$ cat src/rtl/uart_rx_controller_if.sv
// Bundle between the Rx sequencer, its tick/line sources, the parity/frame checker
// and the Rx output side.
interface uart_rx_controller_if;
  logic       tick;
  logic       rx_in;
  logic [1:0] parity_type;
  logic [2:0] error_flag;
  logic [7:0] raw_data;
  logic       start_bit;
  logic       parity_bit;
  logic       stop_bit;
  logic [1:0] parity_sel;
  logic       recieved_flag;
  logic [7:0] data_out;
  logic [2:0] error_out;
  logic       data_valid;
  logic       busy;

  modport master (
    input  tick, rx_in, parity_type, error_flag,
    output raw_data, start_bit, parity_bit, stop_bit, parity_sel,
           recieved_flag, data_out, error_out, data_valid, busy
  );

  modport slave (
    output tick, rx_in, parity_type, error_flag,
    input  raw_data, start_bit, parity_bit, stop_bit, parity_sel,
           recieved_flag, data_out, error_out, data_valid, busy
  );
endinterface

$ cat src/rtl/uart_rx_controller.sv
// UART receive sequencer: qualifies the start bit, shifts in data/parity/stop on
// oversample ticks, strobes the external checker and registers word plus error flags.
module uart_rx_controller #(
  parameter int unsigned OVERSAMPLE = 16,
  parameter int unsigned DATA_BITS  = 8
) (
  input logic                  clock,
  input logic                  reset,
  uart_rx_controller_if.master bus
);

  localparam int unsigned CNT_W = $clog2(OVERSAMPLE);
  localparam int unsigned IDX_W = $clog2(DATA_BITS);
  localparam logic [CNT_W-1:0] HALF_CNT = CNT_W'(OVERSAMPLE / 2 - 1);
  localparam logic [CNT_W-1:0] LAST_CNT = CNT_W'(OVERSAMPLE - 1);
  localparam logic [IDX_W-1:0] LAST_IDX = IDX_W'(DATA_BITS - 1);

  typedef enum logic [2:0] {
    IDLE, START, DATA, PARITY, STOP, CHECK, DONE
  } state_t;

  state_t               state, state_n;
  logic                 rx_meta, rx_s;
  logic [CNT_W-1:0]     cnt, cnt_n;
  logic [IDX_W-1:0]     idx, idx_n;
  logic                 armed, armed_n;
  logic [DATA_BITS-1:0] raw_data, raw_n;
  logic                 start_bit, start_n;
  logic                 parity_bit, parity_n;
  logic                 stop_bit, stop_n;
  logic [1:0]           parity_sel, sel_n;
  logic                 rflag, rflag_n;
  logic [DATA_BITS-1:0] data_out, dout_n;
  logic [2:0]           error_out, eout_n;
  logic                 data_valid, dvalid_n;
  logic                 busy, busy_n;
  logic                 par_en;

  // Only 01 (odd) and 10 (even) carry a parity bit on the line
  assign par_en = ^parity_sel;

  always_ff @(posedge clock or posedge reset) begin
    if (reset) begin
      rx_meta    <= 1'b1;
      rx_s       <= 1'b1;
      state      <= IDLE;
      cnt        <= '0;
      idx        <= '0;
      armed      <= 1'b1;
      raw_data   <= '0;
      start_bit  <= 1'b0;
      parity_bit <= 1'b1;
      stop_bit   <= 1'b1;
      parity_sel <= 2'b00;
      rflag      <= 1'b0;
      data_out   <= '0;
      error_out  <= 3'b000;
      data_valid <= 1'b0;
      busy       <= 1'b0;
    end else begin
      rx_meta    <= bus.rx_in;
      rx_s       <= rx_meta;
      state      <= state_n;
      cnt        <= cnt_n;
      idx        <= idx_n;
      armed      <= armed_n;
      raw_data   <= raw_n;
      start_bit  <= start_n;
      parity_bit <= parity_n;
      stop_bit   <= stop_n;
      parity_sel <= sel_n;
      rflag      <= rflag_n;
      data_out   <= dout_n;
      error_out  <= eout_n;
      data_valid <= dvalid_n;
      busy       <= busy_n;
    end
  end

  always_comb begin
    state_n  = state;
    cnt_n    = cnt;
    idx_n    = idx;
    armed_n  = armed;
    raw_n    = raw_data;
    start_n  = start_bit;
    parity_n = parity_bit;
    stop_n   = stop_bit;
    sel_n    = parity_sel;
    dout_n   = data_out;
    eout_n   = error_out;
    rflag_n  = 1'b0;
    dvalid_n = 1'b0;

    unique case (state)
      IDLE: begin
        if (rx_s) begin
          armed_n = 1'b1;
        end else if (bus.tick && armed) begin
          state_n = START;
          cnt_n   = '0;
        end
      end
      START: if (bus.tick) begin
        if (cnt == HALF_CNT) begin
          if (rx_s) begin
            state_n = IDLE;
          end else begin
            start_n = 1'b0;
            sel_n   = bus.parity_type;
            // Without a parity bit the checker's default term must see a 1
            if (!(^bus.parity_type)) parity_n = 1'b1;
            cnt_n   = '0;
            idx_n   = '0;
            state_n = DATA;
          end
        end else begin
          cnt_n = cnt + CNT_W'(1);
        end
      end
      DATA: if (bus.tick) begin
        if (cnt == LAST_CNT) begin
          raw_n[idx] = rx_s;
          cnt_n      = '0;
          idx_n      = idx + IDX_W'(1);
          if (idx == LAST_IDX) state_n = par_en ? PARITY : STOP;
        end else begin
          cnt_n = cnt + CNT_W'(1);
        end
      end
      PARITY: if (bus.tick) begin
        if (cnt == LAST_CNT) begin
          parity_n = rx_s;
          cnt_n    = '0;
          state_n  = STOP;
        end else begin
          cnt_n = cnt + CNT_W'(1);
        end
      end
      STOP: if (bus.tick) begin
        if (cnt == LAST_CNT) begin
          stop_n  = rx_s;
          // A line still low here is a break; wait for it to go high again
          if (!rx_s) armed_n = 1'b0;
          cnt_n   = '0;
          rflag_n = 1'b1;
          state_n = CHECK;
        end else begin
          cnt_n = cnt + CNT_W'(1);
        end
      end
      CHECK: begin
        dout_n   = raw_data;
        eout_n   = bus.error_flag;
        dvalid_n = 1'b1;
        state_n  = DONE;
      end
      DONE:    state_n = IDLE;
      default: state_n = IDLE;
    endcase

    busy_n = (state_n != IDLE);
  end

  assign bus.raw_data      = raw_data;
  assign bus.start_bit     = start_bit;
  assign bus.parity_bit    = parity_bit;
  assign bus.stop_bit      = stop_bit;
  assign bus.parity_sel    = parity_sel;
  assign bus.recieved_flag = rflag;
  assign bus.data_out      = data_out;
  assign bus.error_out     = error_out;
  assign bus.data_valid    = data_valid;
  assign bus.busy          = busy;

endmodule

$ cat src/flat_wrapper.sv
// flat-port wrapper written by rule: the top's interface ports become plain ports
module uart_rx_controller_flat 
#(
  parameter int unsigned OVERSAMPLE = 16,
  parameter int unsigned DATA_BITS  = 8
)
  (clock, reset, bus_tick, bus_rx_in, bus_parity_type, bus_error_flag, bus_raw_data, bus_start_bit, bus_parity_bit, bus_stop_bit, bus_parity_sel, bus_recieved_flag, bus_data_out, bus_error_out, bus_data_valid, bus_busy);
  uart_rx_controller_if bus_i ();
  input logic clock;
  input logic reset;
  input wire logic [$bits(bus_i.tick)-1:0] bus_tick;
  input wire logic [$bits(bus_i.rx_in)-1:0] bus_rx_in;
  input wire logic [$bits(bus_i.parity_type)-1:0] bus_parity_type;
  input wire logic [$bits(bus_i.error_flag)-1:0] bus_error_flag;
  output wire logic [$bits(bus_i.raw_data)-1:0] bus_raw_data;
  output wire logic [$bits(bus_i.start_bit)-1:0] bus_start_bit;
  output wire logic [$bits(bus_i.parity_bit)-1:0] bus_parity_bit;
  output wire logic [$bits(bus_i.stop_bit)-1:0] bus_stop_bit;
  output wire logic [$bits(bus_i.parity_sel)-1:0] bus_parity_sel;
  output wire logic [$bits(bus_i.recieved_flag)-1:0] bus_recieved_flag;
  output wire logic [$bits(bus_i.data_out)-1:0] bus_data_out;
  output wire logic [$bits(bus_i.error_out)-1:0] bus_error_out;
  output wire logic [$bits(bus_i.data_valid)-1:0] bus_data_valid;
  output wire logic [$bits(bus_i.busy)-1:0] bus_busy;
  assign bus_i.tick = bus_tick;
  assign bus_i.rx_in = bus_rx_in;
  assign bus_i.parity_type = bus_parity_type;
  assign bus_i.error_flag = bus_error_flag;
  assign bus_raw_data = bus_i.raw_data;
  assign bus_start_bit = bus_i.start_bit;
  assign bus_parity_bit = bus_i.parity_bit;
  assign bus_stop_bit = bus_i.stop_bit;
  assign bus_parity_sel = bus_i.parity_sel;
  assign bus_recieved_flag = bus_i.recieved_flag;
  assign bus_data_out = bus_i.data_out;
  assign bus_error_out = bus_i.error_out;
  assign bus_data_valid = bus_i.data_valid;
  assign bus_busy = bus_i.busy;
  uart_rx_controller #(.OVERSAMPLE(OVERSAMPLE), .DATA_BITS(DATA_BITS)) u_core (.clock(clock), .reset(reset), .bus(bus_i));
endmodule
$ cat config.mk
export PLATFORM = sky130hd
export DESIGN_NAME = uart_rx_controller_flat
export DESIGN_NICKNAME = d
export VERILOG_FILES = /design/src/rtl/uart_rx_controller_if.sv /design/src/rtl/uart_rx_controller.sv /design/src/flat_wrapper.sv
export SDC_FILE = /design/constraint.sdc
export NUM_CORES = 1
export LEC_CHECK = 0
export ABC_CLOCK_PERIOD_IN_PS = 2800
export CAP_MARGIN = 20
export CELL_PAD_IN_SITES_DETAIL_PLACEMENT = 1
export CELL_PAD_IN_SITES_GLOBAL_PLACEMENT = 1
export CORE_ASPECT_RATIO = 0.5
export CORE_MARGIN = 2
export CORE_UTILIZATION = 40
export DETAILED_ROUTE_END_ITERATION = 12
export PLACE_DENSITY = 0.89
export REMOVE_ABC_BUFFERS = 1
export SLEW_MARGIN = 25
export SYNTH_ARGS = -nofsm -noshare
export SYNTH_HDL_FRONTEND = slang
export SYNTH_SLANG_ARGS = --single-unit
$ cat constraint.sdc
create_clock -name clock -period 2.8 [get_ports clock]
set_clock_uncertainty 0.2 [all_clocks]
set_input_delay 0.28 -clock clock [delete_from_list [all_inputs] [get_ports clock]]
set_output_delay 0.28 -clock clock [all_outputs]
set_load 0.05 [all_outputs]
Yosys cells after proc, flatten, opt, wreduce, memory -nomap -nowiden
Index checks and enable logic that the tools add are counted.
- register bits after elaboration: 39
- latch bits: 0
- RAM bits: 0
- memory bits (read-only): 0
- input port bits: 9
- output and inout bits: 27
- logic and storage cells: 109
- memories kept: 0
- add/sub/neg operators: 2
- $mul: 0
- divide/modulo/power cells: 0
- $lt $le $gt $ge: 2
- equality and inequality tests: 24
- shift-type cells: 0
- multiplexer cells: 47
- bitwise operators: 1
- reduce and logical (&&, ||, !) cells: 18
- operators with widths (kind ; count):
    $mux 3 ; 17
    $mux 4 ; 7
    $pmux 3 s6 ; 1
    $ne 2x2->1 const B ; 8
    $mux 1 ; 15
    $ne 2x1->1 const B ; 7
    $pmux 4 s3 ; 1
    $reduce_and 6->1 ; 2
    $eq 3x3->1 const B ; 3
    $bwmux 8 ; 1
    $reduce_and 7->1 ; 1
    $eq 3x2->1 const B ; 2
    $pmux 3 s2 ; 1
    $reduce_and 3->1 ; 2
    $reduce_bool 2->1 ; 3
    $reduce_bool 3->1 ; 2
    $reduce_and 5->1 ; 1
    $add 4x1->4 const B ; 1
    $eq 4x3->1 const B ; 1
    $eq 4x4->1 const B ; 1
    $lt 3x4->1 const B ; 1
    $pmux 1 s2 ; 2
    $reduce_and 4->1 ; 1
    $reduce_xor 2->1 ; 2
    other kinds (10) ; 11

Longest topological paths before layout
- depth after elaboration: 7
- depth in mapped cells: 6

Worst setup path before layout
No wires, ideal clock.
- path kind: register -> register
- start: register u_core.cnt[0]
- end: register u_core.raw_data[3] (netlist: u_core.bus.raw_data[3])
- setup time: 0.128 ns
- data arrival time: 1.656 ns
- setup slack: 0.817 ns
- stages on the path, launching flop included: 7
- buffers on the path: 0
- clock period less this slack: 1.983 ns
- cell sequence: dfrtp_1 ha_1 nand4_1 nor3_4 nand2_1 nor3b_2 mux2_1
- word-level cells in the longest chain between the ends: 2
- RTL lines (what ; RTL line ; text):
    start: declaration ; uart_rx_controller.sv:24 ; logic [CNT_W-1:0] cnt, cnt_n;
    start signal: assignment ; uart_rx_controller.sv:64 ; cnt <= cnt_n;
    $eq 4x4->1 ; uart_rx_controller.sv:122 ; if (cnt == LAST_CNT) begin
    $reduce_and 3->1 (no line) ; -- ;
    end signal: assignment ; uart_rx_controller.sv:67 ; raw_data <= raw_n;
    end: declaration ; uart_rx_controller.sv:27 ; logic [DATA_BITS-1:0] raw_data, raw_n;
No other way between the ends.
A chain may end at the register's enable or synchronous reset.

Worst setup path in the final report
- start: register u_core.cnt[1]
- end: register u_core.raw_data[1] (netlist: u_core.bus.raw_data[1])
The elaborated chain is that of the path after synthesis.

==> flow_summary.yaml <==
floorplan:
  die_x_um: 101
  num_rows: 17
  die_y_um: 52.6
  core_area_sq_um: 4470
  dieArea_sq_um: 5310
  initial_core_util: 0.422
  io_pins: 36
clock_tree:
  cts_made_buffers: 5
  htreeDepth: 2
  postCtsResizedCells: 0
  cts_tree: "done"
  cts_root_buf: "clkbuf_8"
  holdBufCountCts: 0
  cts_buffer_depth: 2
  insertion_delay_ns: 0.30
  post-cts-setup-buffer-count: 0
  clkSinkCount: 39
  cts.reportedPaths.clkPinSlew_ns: 0.08
logic_synthesis:
  synthArstFlopShare: 1.00
  syn_inst: 157
  yosys.area.top_type_share: 0.451
  synth_area_leaders: "dfrtp_1, mux2_2, dfstp_2"
  mappedNetlistArea_sq_um: 1890
  synthFlopType: "dfrtp_1"
  synth_seq_area_share: 0.521
  yosysWarnings: 0
  synth_edf_count: 0
  synth_most_common_cell: "dfrtp_1"
  yosys.area.top_type: "dfrtp_1"
  ys_seq_elements: 39
  ys_types: 44
  synth_area_per_cell_sq_um: 12.0
  synth_common_cells: "dfrtp_1, mux2_2, mux2_1, nand2_1, nor2_1"
pwr:
  ir_drop_mv: 0.301
  leakage_nw: 1.08
  p_per_area_nw_per_um2: 788
sta:
  setup_viol: 0
  worst_slack_ns: 0.402
  min_period_ns: 2.40
  slew_viol_final: 0
  fmax_mhz: 417
  tns_ns: 0
  tightest_slew_ns: 0.540
  period_share: 0.856
  max-slew-margin-rel: 0.639
  timing.final.hold_violations: 0
  rsz0062_at_grt: "false"
global_routing:
  overflow: 0
  grt.total_usage: 0.194
  grt_pass1_wl_um: 7650
  antenna_found_initial: 0
  grt_pass1_vias: 1505
  grt_start_max_net_pins: 40
final_layout:
  diodes: 0
  stdcell_count: 250
  area_delta_synth_final_pct: 25.9
  final_nets: 204
  drive_above_1_share: 0.207
routing:
  remaining_drc_errors: 0
  drtAntennaViolNets: 0
  vias: 1355
  wl_per_cell_um: 18.5
  drt-total-wl_um: 4620
  first_iter_violations: 46
  via_per_inst: 5.42
  drt_pass1_iterations: 4
worst_setup_path:
  critical_path_class: "flop to flop"
  max_stage_delay_ns: 0.39
  critical_path.cell_chain: "ha_1 -> nand4_1 -> nor3_4 -> nand2_1 -> nor3_1 -> mux2_1"
  arrival_ns: 2.38
  cp_max_fo: 7
  worst-endpoint-required_ns: 2.78
  critical-path-slowest-cell: "dfrtp_1"
  cp_top_family: "simple AND/OR/NAND/NOR gates"
  cp_num_buf_inv: 0
  startpoint_type: "flop"
  end_kind: "flop"
place:
  io_buffers: 34
  dp_hpwl_um: 3040
  dpl.cell_count: 242
  pre_cts_slack_ns: 0.322
  routabilityCongestion: 0.809
job:
  maxCapViolCount: 0
run_status:
  outcome: "completed"
worst_hold_path:
  hold_class: "flop to flop"
-- stage by stage --
step / cell area [sq um] / hold WS (ns) / utilization / power [mW]
global placement: 2260 / 0.146 / 0.506 / 1.34
finish: 2370 / 0.166 / 0.531 / 1.87
CTS: 2370 / 0.164 / 0.531 / 1.88
floorplan: 1830 / 0.0845 / - / 1.18
detailed placement: 2260 / 0.151 / 0.506 / 1.38
global route: 2370 / 0.176 / 0.531 / 1.96
-- worst register-to-register path: stages (launching register included) --
cell     delay [ns]
dfrtp_1        0.39
ha_1           0.34
nand4_1        0.26
nor3_4         0.32
nand2_1        0.19
nor3_1         0.22
mux2_1         0.35
-- cell usage in the layout, fill, tap and decap left out, drive strengths merged, types with 2 or more instances in the layout --
cell / instances
clkdlybuf4s50: 34
dfrtp: 34
mux2: 24
nand2: 10
nor2: 9
inv: 7
a21oi: 7
clkbuf: 5
dfstp: 5
nand2b: 5
nor3b: 4
nor3: 4
o21ai: 4
a22o: 3
ha: 3
nand4: 2
nor2b: 2
and2: 2
xor2: 2
nor4: 2
o22ai: 2
o31ai: 2
nand3: 2
buf: 2
a21o: 2
clkinv: 2
-- cell type report --
cell class                      count  area, sq um
Clock inverter                      3         43.8
Sequential cell                    39          982
Clock buffer                        5         68.8
Tap cell                           57         71.3
Fill cell                         471         2090
Inverter                            7         26.3
Timing Repair Buffer               36          355
Multi-Input combinational cell    103          826
-- registers in the layout, summed over array words and instances (netlist names) --
register / cells
u_core.armed: 1
u_core.bus.busy: 1
u_core.bus.data_out: 8
u_core.bus.data_valid: 1
u_core.bus.error_out: 3
u_core.bus.parity_bit: 1
u_core.bus.parity_sel: 2
u_core.bus.raw_data: 8
u_core.bus.recieved_flag: 1
u_core.bus.stop_bit: 1
u_core.cnt: 4
u_core.idx: 3
u_core.rx_meta: 1
u_core.rx_s: 1
u_core.state: 3
-- final timing paths --
| kind | from | endpoint | slack (ns) | depth (start not counted) |
|---|---|---|---|---|
| max in group asynchronous | reset | u_core.rx_s | 1.83 | 3 |
| max | u_core.cnt[1] | u_core.bus.raw_data[1] | 0.40 | 6 |
| min reg2reg | u_core.rx_meta | u_core.rx_s | 0.17 | 0 |
| max reg2reg | u_core.cnt[1] | u_core.bus.raw_data[1] | 0.40 | 6 |
| min | u_core.rx_meta | u_core.rx_s | 0.17 | 0 |
| min in group asynchronous | reset | u_core.bus.data_valid | 0.19 | 3 |
-- power by group --
group / switching (mW) / internal [mW]
sequential: 0.111 / 0.653
combinational: 0.381 / 0.244
clock: 0.215 / 0.265
-- metal layers --
metal / part of all wire / vias up / GRT usage
met4: 0.015 / 0 / 0.0833
met2: 0.51 / 15 / 0.331
met1: 0.45 / 702 / 0.238
met5: 0 / - / 0
met3: 0.022 / 8 / 0.0480
li1: - / 630 / -
-- cell families (layout without fill, tap and decap cells) --
| kind of cell | count (synthesis) | count (layout) | share of synthesized area |
|---|---|---|---|
| fa+ha+maj | 3 | 3 | 0.0199 |
| flops | 39 | 39 | 0.521 |
| mux | 24 | 24 | 0.143 |
| compound gates | 25 | 25 | 0.0969 |
| xor+xnor | 2 | 2 | 0.00929 |
| simple gates | 48 | 48 | 0.167 |
| other cells | 1 | 1 | 0.00199 |
| buf+inv | 15 | 51 | 0.0411 |
Note: power is estimated with default switching activity, not from simulation.
